File: src/rtl/control_path_if.sv
// ---------------------------------------------------------------------------
// control_path_if
//
// Bundles the instruction-input handshake and the control outputs of
// control_path so the control unit and its consumers share one port.
//
// Signals:
//   instrword  32  instruction word, captured when newinstr is high
//   newinstr    1  start a new instruction (level, sampled every edge)
//   RegDst      1  write register select: 1 = rd, 0 = rt
//   ALUSrc      1  1 = sign-extended immediate, 0 = rt
//   MemtoReg    1  1 = writeback from memory
//   ALUCtrl     4  ALU operation code
//   Branch      1  beq indicator, EX cycle only
//   MemRead     1  one-cycle strobe in MEM
//   MemWrite    1  one-cycle strobe in MEM
//   RegWrite    1  one-cycle strobe in WB
//   busy        1  an instruction is in flight
//   done        1  WB cycle
//   illegal     1  unsupported opcode/funct (detection build only)
//
// Modports:
//   master - instruction source / datapath side (drives instrword, newinstr)
//   slave  - control_path side (drives all control outputs)
// ---------------------------------------------------------------------------
interface control_path_if;
    logic [31:0] instrword;
    logic        newinstr;
    logic        RegDst;
    logic        ALUSrc;
    logic        MemtoReg;
    logic [3:0]  ALUCtrl;
    logic        Branch;
    logic        MemRead;
    logic        MemWrite;
    logic        RegWrite;
    logic        busy;
    logic        done;
    logic        illegal;

    modport master (
        output instrword, newinstr,
        input  RegDst, ALUSrc, MemtoReg, ALUCtrl, Branch,
        input  MemRead, MemWrite, RegWrite, busy, done, illegal
    );

    modport slave (
        input  instrword, newinstr,
        output RegDst, ALUSrc, MemtoReg, ALUCtrl, Branch,
        output MemRead, MemWrite, RegWrite, busy, done, illegal
    );
endinterface

File: src/rtl/control_path.sv
// ---------------------------------------------------------------------------
// control_path
//
// Multi-cycle control unit for the MIPS subset (R-type, lw, sw, beq).
// Captures an instruction word when newinstr is high, then walks
// ID -> EX -> MEM -> WB -> IDLE, presenting level controls for the whole
// instruction and single-cycle Branch / MemRead / MemWrite / RegWrite
// strobes in the phase where the datapath needs them.
//
// Ports:
//   clock  in   sole clock, rising edge
//   reset  in   synchronous, active-low; dominates newinstr
//   bus    slave modport of control_path_if (instrword/newinstr in,
//               all control outputs out)
//
// Configuration:
//   CTRL_ILLEGAL_DETECT_EN - when defined, unsupported opcodes and R-type
//   words with an unlisted funct raise `illegal` while busy and have all of
//   their strobes and Branch suppressed. When undefined, `illegal` is tied
//   low, unknown opcodes behave as nop and unlisted functs execute as add.
// ---------------------------------------------------------------------------
module control_path (
    input  logic           clock,
    input  logic           reset,
    control_path_if.slave  bus
);

    typedef enum logic [2:0] {
        IDLE = 3'd0,
        ID   = 3'd1,
        EX   = 3'd2,
        MEM  = 3'd3,
        WB   = 3'd4
    } state_t;

    localparam logic [5:0] OP_RTYPE = 6'b000000;
    localparam logic [5:0] OP_LW    = 6'b100011;
    localparam logic [5:0] OP_SW    = 6'b101011;
    localparam logic [5:0] OP_BEQ   = 6'b000100;

    state_t      state_q, state_d;
    logic [31:0] instr_q, instr_d;

    // All outputs are registered: they are computed from the next-state
    // values (instr_d, state_d), so each output flop holds exactly the
    // decode of the instr_q/state_q pair that becomes current at that edge.
    logic       reg_dst_q,   reg_dst_d;
    logic       alu_src_q,   alu_src_d;
    logic       mem_to_reg_q, mem_to_reg_d;
    logic [3:0] alu_ctrl_q,  alu_ctrl_d;
    logic       branch_q,    branch_d;
    logic       mem_read_q,  mem_read_d;
    logic       mem_write_q, mem_write_d;
    logic       reg_write_q, reg_write_d;
    logic       busy_q,      busy_d;
    logic       done_q,      done_d;
    logic       illegal_q,   illegal_d;

    // Main decode fields of the instruction that will be current next cycle.
    logic [5:0] opcode;
    logic [5:0] funct;
    logic       dec_reg_dst, dec_alu_src, dec_mem_to_reg;
    logic       dec_reg_write, dec_mem_read, dec_mem_write, dec_branch;
    logic [1:0] alu_op;
    logic       suppress;

    // Next-state, instruction capture and full output decode.
    always_comb begin
        state_d = state_q;
        instr_d = instr_q;

        if (!reset) begin
            state_d = IDLE;
            instr_d = '0;
        end else if (bus.newinstr) begin
            // Capture restarts sequencing from any state; strobes of an
            // aborted instruction that have not yet fired are simply lost.
            instr_d = bus.instrword;
            state_d = ID;
        end else begin
            unique case (state_q)
                IDLE:    state_d = IDLE;
                ID:      state_d = EX;
                EX:      state_d = MEM;
                MEM:     state_d = WB;
                WB:      state_d = IDLE;
                default: state_d = IDLE;
            endcase
        end

        opcode = instr_d[31:26];
        funct  = instr_d[5:0];

        dec_reg_dst    = 1'b0;
        dec_alu_src    = 1'b0;
        dec_mem_to_reg = 1'b0;
        dec_reg_write  = 1'b0;
        dec_mem_read   = 1'b0;
        dec_mem_write  = 1'b0;
        dec_branch     = 1'b0;
        alu_op         = 2'b00;
        case (opcode)
            OP_RTYPE: begin
                dec_reg_dst   = 1'b1;
                dec_reg_write = 1'b1;
                alu_op        = 2'b10;
            end
            OP_LW: begin
                dec_alu_src    = 1'b1;
                dec_mem_to_reg = 1'b1;
                dec_reg_write  = 1'b1;
                dec_mem_read   = 1'b1;
            end
            OP_SW: begin
                dec_alu_src   = 1'b1;
                dec_mem_write = 1'b1;
            end
            OP_BEQ: begin
                dec_branch = 1'b1;
                alu_op     = 2'b01;
            end
            default: ;
        endcase

        alu_ctrl_d = 4'b0010;
        case (alu_op)
            2'b01: alu_ctrl_d = 4'b0110;
            2'b10: begin
                case (funct)
                    6'b100000: alu_ctrl_d = 4'b0010;
                    6'b100010: alu_ctrl_d = 4'b0110;
                    6'b100100: alu_ctrl_d = 4'b0000;
                    6'b100101: alu_ctrl_d = 4'b0001;
                    6'b101010: alu_ctrl_d = 4'b0111;
                    6'b100111: alu_ctrl_d = 4'b1100;
                    default:   alu_ctrl_d = 4'b0010;
                endcase
            end
            default: alu_ctrl_d = 4'b0010;
        endcase

`ifdef CTRL_ILLEGAL_DETECT_EN
        // An instruction is unsupported if its opcode is outside the subset,
        // or it is R-type with a funct outside the ALU table.
        suppress = 1'b1;
        case (opcode)
            OP_LW, OP_SW, OP_BEQ: suppress = 1'b0;
            OP_RTYPE: begin
                case (funct)
                    6'b100000, 6'b100010, 6'b100100,
                    6'b100101, 6'b101010, 6'b100111: suppress = 1'b0;
                    default:                         suppress = 1'b1;
                endcase
            end
            default: suppress = 1'b1;
        endcase
        illegal_d = suppress && (state_d != IDLE);
`else
        suppress  = 1'b0;
        illegal_d = 1'b0;
`endif

        reg_dst_d    = dec_reg_dst;
        alu_src_d    = dec_alu_src;
        mem_to_reg_d = dec_mem_to_reg;
        branch_d     = dec_branch    && !suppress && (state_d == EX);
        mem_read_d   = dec_mem_read  && !suppress && (state_d == MEM);
        mem_write_d  = dec_mem_write && !suppress && (state_d == MEM);
        reg_write_d  = dec_reg_write && !suppress && (state_d == WB);
        busy_d       = (state_d != IDLE);
        done_d       = (state_d == WB);
    end

    // State, instruction register and registered outputs. Reset is folded
    // into the next-state logic above, so every flop simply loads its _d.
    always_ff @(posedge clock) begin
        state_q      <= state_d;
        instr_q      <= instr_d;
        reg_dst_q    <= reg_dst_d;
        alu_src_q    <= alu_src_d;
        mem_to_reg_q <= mem_to_reg_d;
        alu_ctrl_q   <= alu_ctrl_d;
        branch_q     <= branch_d;
        mem_read_q   <= mem_read_d;
        mem_write_q  <= mem_write_d;
        reg_write_q  <= reg_write_d;
        busy_q       <= busy_d;
        done_q       <= done_d;
        illegal_q    <= illegal_d;
    end

    assign bus.RegDst   = reg_dst_q;
    assign bus.ALUSrc   = alu_src_q;
    assign bus.MemtoReg = mem_to_reg_q;
    assign bus.ALUCtrl  = alu_ctrl_q;
    assign bus.Branch   = branch_q;
    assign bus.MemRead  = mem_read_q;
    assign bus.MemWrite = mem_write_q;
    assign bus.RegWrite = reg_write_q;
    assign bus.busy     = busy_q;
    assign bus.done     = done_q;
    assign bus.illegal  = illegal_q;

endmodule

File: src/flat_wrapper.sv
// flat-port wrapper written by rule: the top's interface ports become plain ports
module control_path_flat 
  (clock, reset, bus_instrword, bus_newinstr, bus_RegDst, bus_ALUSrc, bus_MemtoReg, bus_ALUCtrl, bus_Branch, bus_MemRead, bus_MemWrite, bus_RegWrite, bus_busy, bus_done, bus_illegal);
  control_path_if bus_i ();
  input  logic clock;
  input  logic reset;
  input wire logic [$bits(bus_i.instrword)-1:0] bus_instrword;
  input wire logic [$bits(bus_i.newinstr)-1:0] bus_newinstr;
  output wire logic [$bits(bus_i.RegDst)-1:0] bus_RegDst;
  output wire logic [$bits(bus_i.ALUSrc)-1:0] bus_ALUSrc;
  output wire logic [$bits(bus_i.MemtoReg)-1:0] bus_MemtoReg;
  output wire logic [$bits(bus_i.ALUCtrl)-1:0] bus_ALUCtrl;
  output wire logic [$bits(bus_i.Branch)-1:0] bus_Branch;
  output wire logic [$bits(bus_i.MemRead)-1:0] bus_MemRead;
  output wire logic [$bits(bus_i.MemWrite)-1:0] bus_MemWrite;
  output wire logic [$bits(bus_i.RegWrite)-1:0] bus_RegWrite;
  output wire logic [$bits(bus_i.busy)-1:0] bus_busy;
  output wire logic [$bits(bus_i.done)-1:0] bus_done;
  output wire logic [$bits(bus_i.illegal)-1:0] bus_illegal;
  assign bus_i.instrword = bus_instrword;
  assign bus_i.newinstr = bus_newinstr;
  assign bus_RegDst = bus_i.RegDst;
  assign bus_ALUSrc = bus_i.ALUSrc;
  assign bus_MemtoReg = bus_i.MemtoReg;
  assign bus_ALUCtrl = bus_i.ALUCtrl;
  assign bus_Branch = bus_i.Branch;
  assign bus_MemRead = bus_i.MemRead;
  assign bus_MemWrite = bus_i.MemWrite;
  assign bus_RegWrite = bus_i.RegWrite;
  assign bus_busy = bus_i.busy;
  assign bus_done = bus_i.done;
  assign bus_illegal = bus_i.illegal;
  control_path u_core (.clock(clock), .reset(reset), .bus(bus_i));
endmodule
File: config.mk
export PLATFORM = sky130hd
export DESIGN_NAME = control_path_flat
export DESIGN_NICKNAME = d
export VERILOG_FILES = /design/src/rtl/control_path_if.sv /design/src/rtl/control_path.sv /design/src/flat_wrapper.sv
export SDC_FILE = /design/constraint.sdc
export NUM_CORES = 1
export LEC_CHECK = 0
export ABC_CLOCK_PERIOD_IN_PS = 2800
export CAP_MARGIN = 5
export CORE_MARGIN = 5
export CORE_UTILIZATION = 46
export DETAILED_ROUTE_END_ITERATION = 16
export PLACE_DENSITY_LB_ADDON = 0.08
export SLEW_MARGIN = 30
export SYNTH_ARGS = -nofsm -noshare
export SYNTH_HDL_FRONTEND = slang
export SYNTH_SLANG_ARGS = --single-unit
File: constraint.sdc
create_clock -name clock -period 2.8 [get_ports clock]
set_input_delay 0.42 -clock clock [delete_from_list [all_inputs] [get_ports clock]]
set_output_delay 0.42 -clock clock [all_outputs]
set_load 0.03 [all_outputs]
==> metrics.txt <==
status complete, no violations; vias per cell 5.17; GRT overflow 0; CTS max path bufs 2; final wirelength 2.31 mm; Layout area overhead 25.3%; Initial DRC Count 16; Pwr Density roughly 460 mW/mm^2; Final Hold Vio Count 0; worst path bufs/invs 1; CTS root buffer clkbuf_4; RSZ-0062 raised after global routing no; leading register cell type out of synthesis dfxtp_1; IO Count 49; ant diodes 0; Final Skew 6.87 ps; crit path kind input pin to flop; post-DR wirelength/cell 12.9 microns; drt first pass iters 4; Synth cell types 37; Die X 61.9 microns; CTS tree built; largest net degree at the start of global routing 15; ys async rst share 0; Routed Antenna Nets 0; Synth Cell Area between 0.001 and 0.0015 sq mm; std cell rows 18; gr usage total 0.139; clk sinks 28; htree depth 1; Die Footprint between 0.003 and 0.004 sq mm; Residual DRC 0; Crit path max-delay family simple AND/OR/NAND/NOR gates; GRT busiest layer met2; register area share after synthesis 0.452; critical path arrival 2490 ps; CP Data Required Time 3040 ps; Initial Utilization 0.492; CP cell instances clkdlybuf4s50_1 -> nor4_1 -> nand2_1 -> and3_1 -> or2_1 -> ha_1 -> o41ai_2; GR Util met1 0.158; Ys Warns 0; clk slew on worst S/H paths 130 ps; hpwl dp 1.86 mm; Mapped Cells 119; cells resized by post-CTS repair 0; max FFs per register 12; Sum Neg Setup Slack 0 ps; initial antenna violation count 0; CP peak stage delay around 440 ps; placed cell areas around 0.0015 sq mm; f_max 0.444 GHz; Lkg Pwr 0.636 nW; CTS buffer count 3; dominant cell by count in the synthesized netlist dfxtp_1; EDFF count, synth 0; Final Wtd Congestion 0.845; IO Port Bufs 27; vias in the first global route 956; Synth area leaders dfxtp_1 (45%), mux2i_1 (8.9%), nor2_1 (5.8%); Via Count 921; Final Util 0.616; Hold Path Class flop to flop; cts hold-fix bufs 0; VDD IR max 383 uV; met2 usage 0.239; commonest cells in the netlist dfxtp_1 (28), nor2_1 (19), mux2i_1 (11); Max-cap violations 0; die height 61.9 microns; Synth Area per Inst roughly 10 sq um; post-synth top area share 0.452; worst skew pair latency roughly 320 ps; Core ar. 0.00252 sq mm; Period Utilization, post-route 0.804; fillers roughly 240; CP max FO 4; Syn Nets 156; CP max stage cell clkdlybuf4s50_1; CP startpoint kind input pin; fin area 0.00155 sq mm; Overall Power 0.712 mW; Largest Register u_core.instr_q; number of setup buffers added after CTS 0; cell taking the most area after synthesis dfxtp_1; Slew Limit Fails 0; Final Net Count 187; endpoints failing setup 0; post-layout minimum cycle time 2250 ps; Synth Register Bits 28; Worst setup EP type flop; share of layout cells above drive strength 1 0.169; Min Hold Slack 504 ps; met3 usage 0.0558; global-route wire length before repair 3.95 mm
[final timing paths]
path                      endpoint  cells past startpoint  slack, ps               start
max          u_core.bus.ALUCtrl[2]                      7        550   bus_instrword[26]
min              u_core.instr_q[4]                      2        500   u_core.instr_q[4]
max reg2reg  u_core.bus.ALUCtrl[2]                      6        920  u_core.instr_q[26]
min reg2reg      u_core.instr_q[4]                      2        500   u_core.instr_q[4]
[metrics by stage]
step,setup WS (ps),std cells
2_1_floorplan,832,119
3_5_place_dp,182,175
6_report,549,178
4_1_cts,531,178
3_3_place_gp,200,175
5_1_grt,441,178
[worst register-to-register path: cells and delay by family (launching register included)]
kind | cells | cell delay [ps]
AOI/OAI and AO/OA | 1 | 340
adders and majority gates | 1 | 350
and+or+nand+nor | 4 | 740
DFF | 1 | 380
[layout make-up]
cell class	instances	area, sq um	share of cell area
Timing Repair Buffer	32	308	0.198
Inverter	6	22.5	0.0145
Multi-Input combinational cell	79	603	0.388
Tap cell	30	37.5	0.0242
Sequential cell	28	561	0.361
Clock buffer	3	22.5	0.0145
[cells by family after synthesis]
kind of cell             synth area share
AO/OA/AOI/OAI                      0.0989
XOR/XNOR                          0.00706
adder cells (fa/ha/maj)            0.0202
buffers and inverters              0.0615
flip-flops                          0.452
multiplexers                        0.116
other                             0.00302
AND/OR/NAND/NOR                     0.241
[layer usage]
layer | routed length (microns) | share of wire | up-vias
met3 | 124 | 0.054 | 4
met1 | 994 | 0.43 | 426
li1 | - | - | 469
met2 | 1160 | 0.50 | 22
met5 | 0 | 0 | -
met4 | 29 | 0.013 | 0
[power by group]
part	internal, mW	switching (mW)	leakage, nW
clock network	0.0504	0.105	0.0138
logic	0.0648	0.0666	0.392
registers	0.416	0.00995	0.229
total	0.531	0.181	0.636
[placed cells by master (no fill, tap or decap), types with 2 or more instances in the layout]
| cell | n |
|---|---|
| ha_1 | 2 |
| nor2_1 | 19 |
| clkbuf_4 | 3 |
| inv_2 | 2 |
| o21a_1 | 2 |
| mux2i_1 | 11 |
| nor3b_2 | 2 |
| nand2_1 | 5 |
| nand2b_1 | 3 |
| mux2_2 | 3 |
| nand4b_1 | 3 |
| nor3_1 | 3 |
| nand3_1 | 3 |
| a211oi_2 | 2 |
| inv_1 | 4 |
| o211ai_1 | 2 |
| dfxtp_1 | 28 |
| buf_4 | 5 |
| clkdlybuf4s50_1 | 27 |
| and3b_1 | 2 |
No activity file was read; power rests on OpenSTA's default activity.
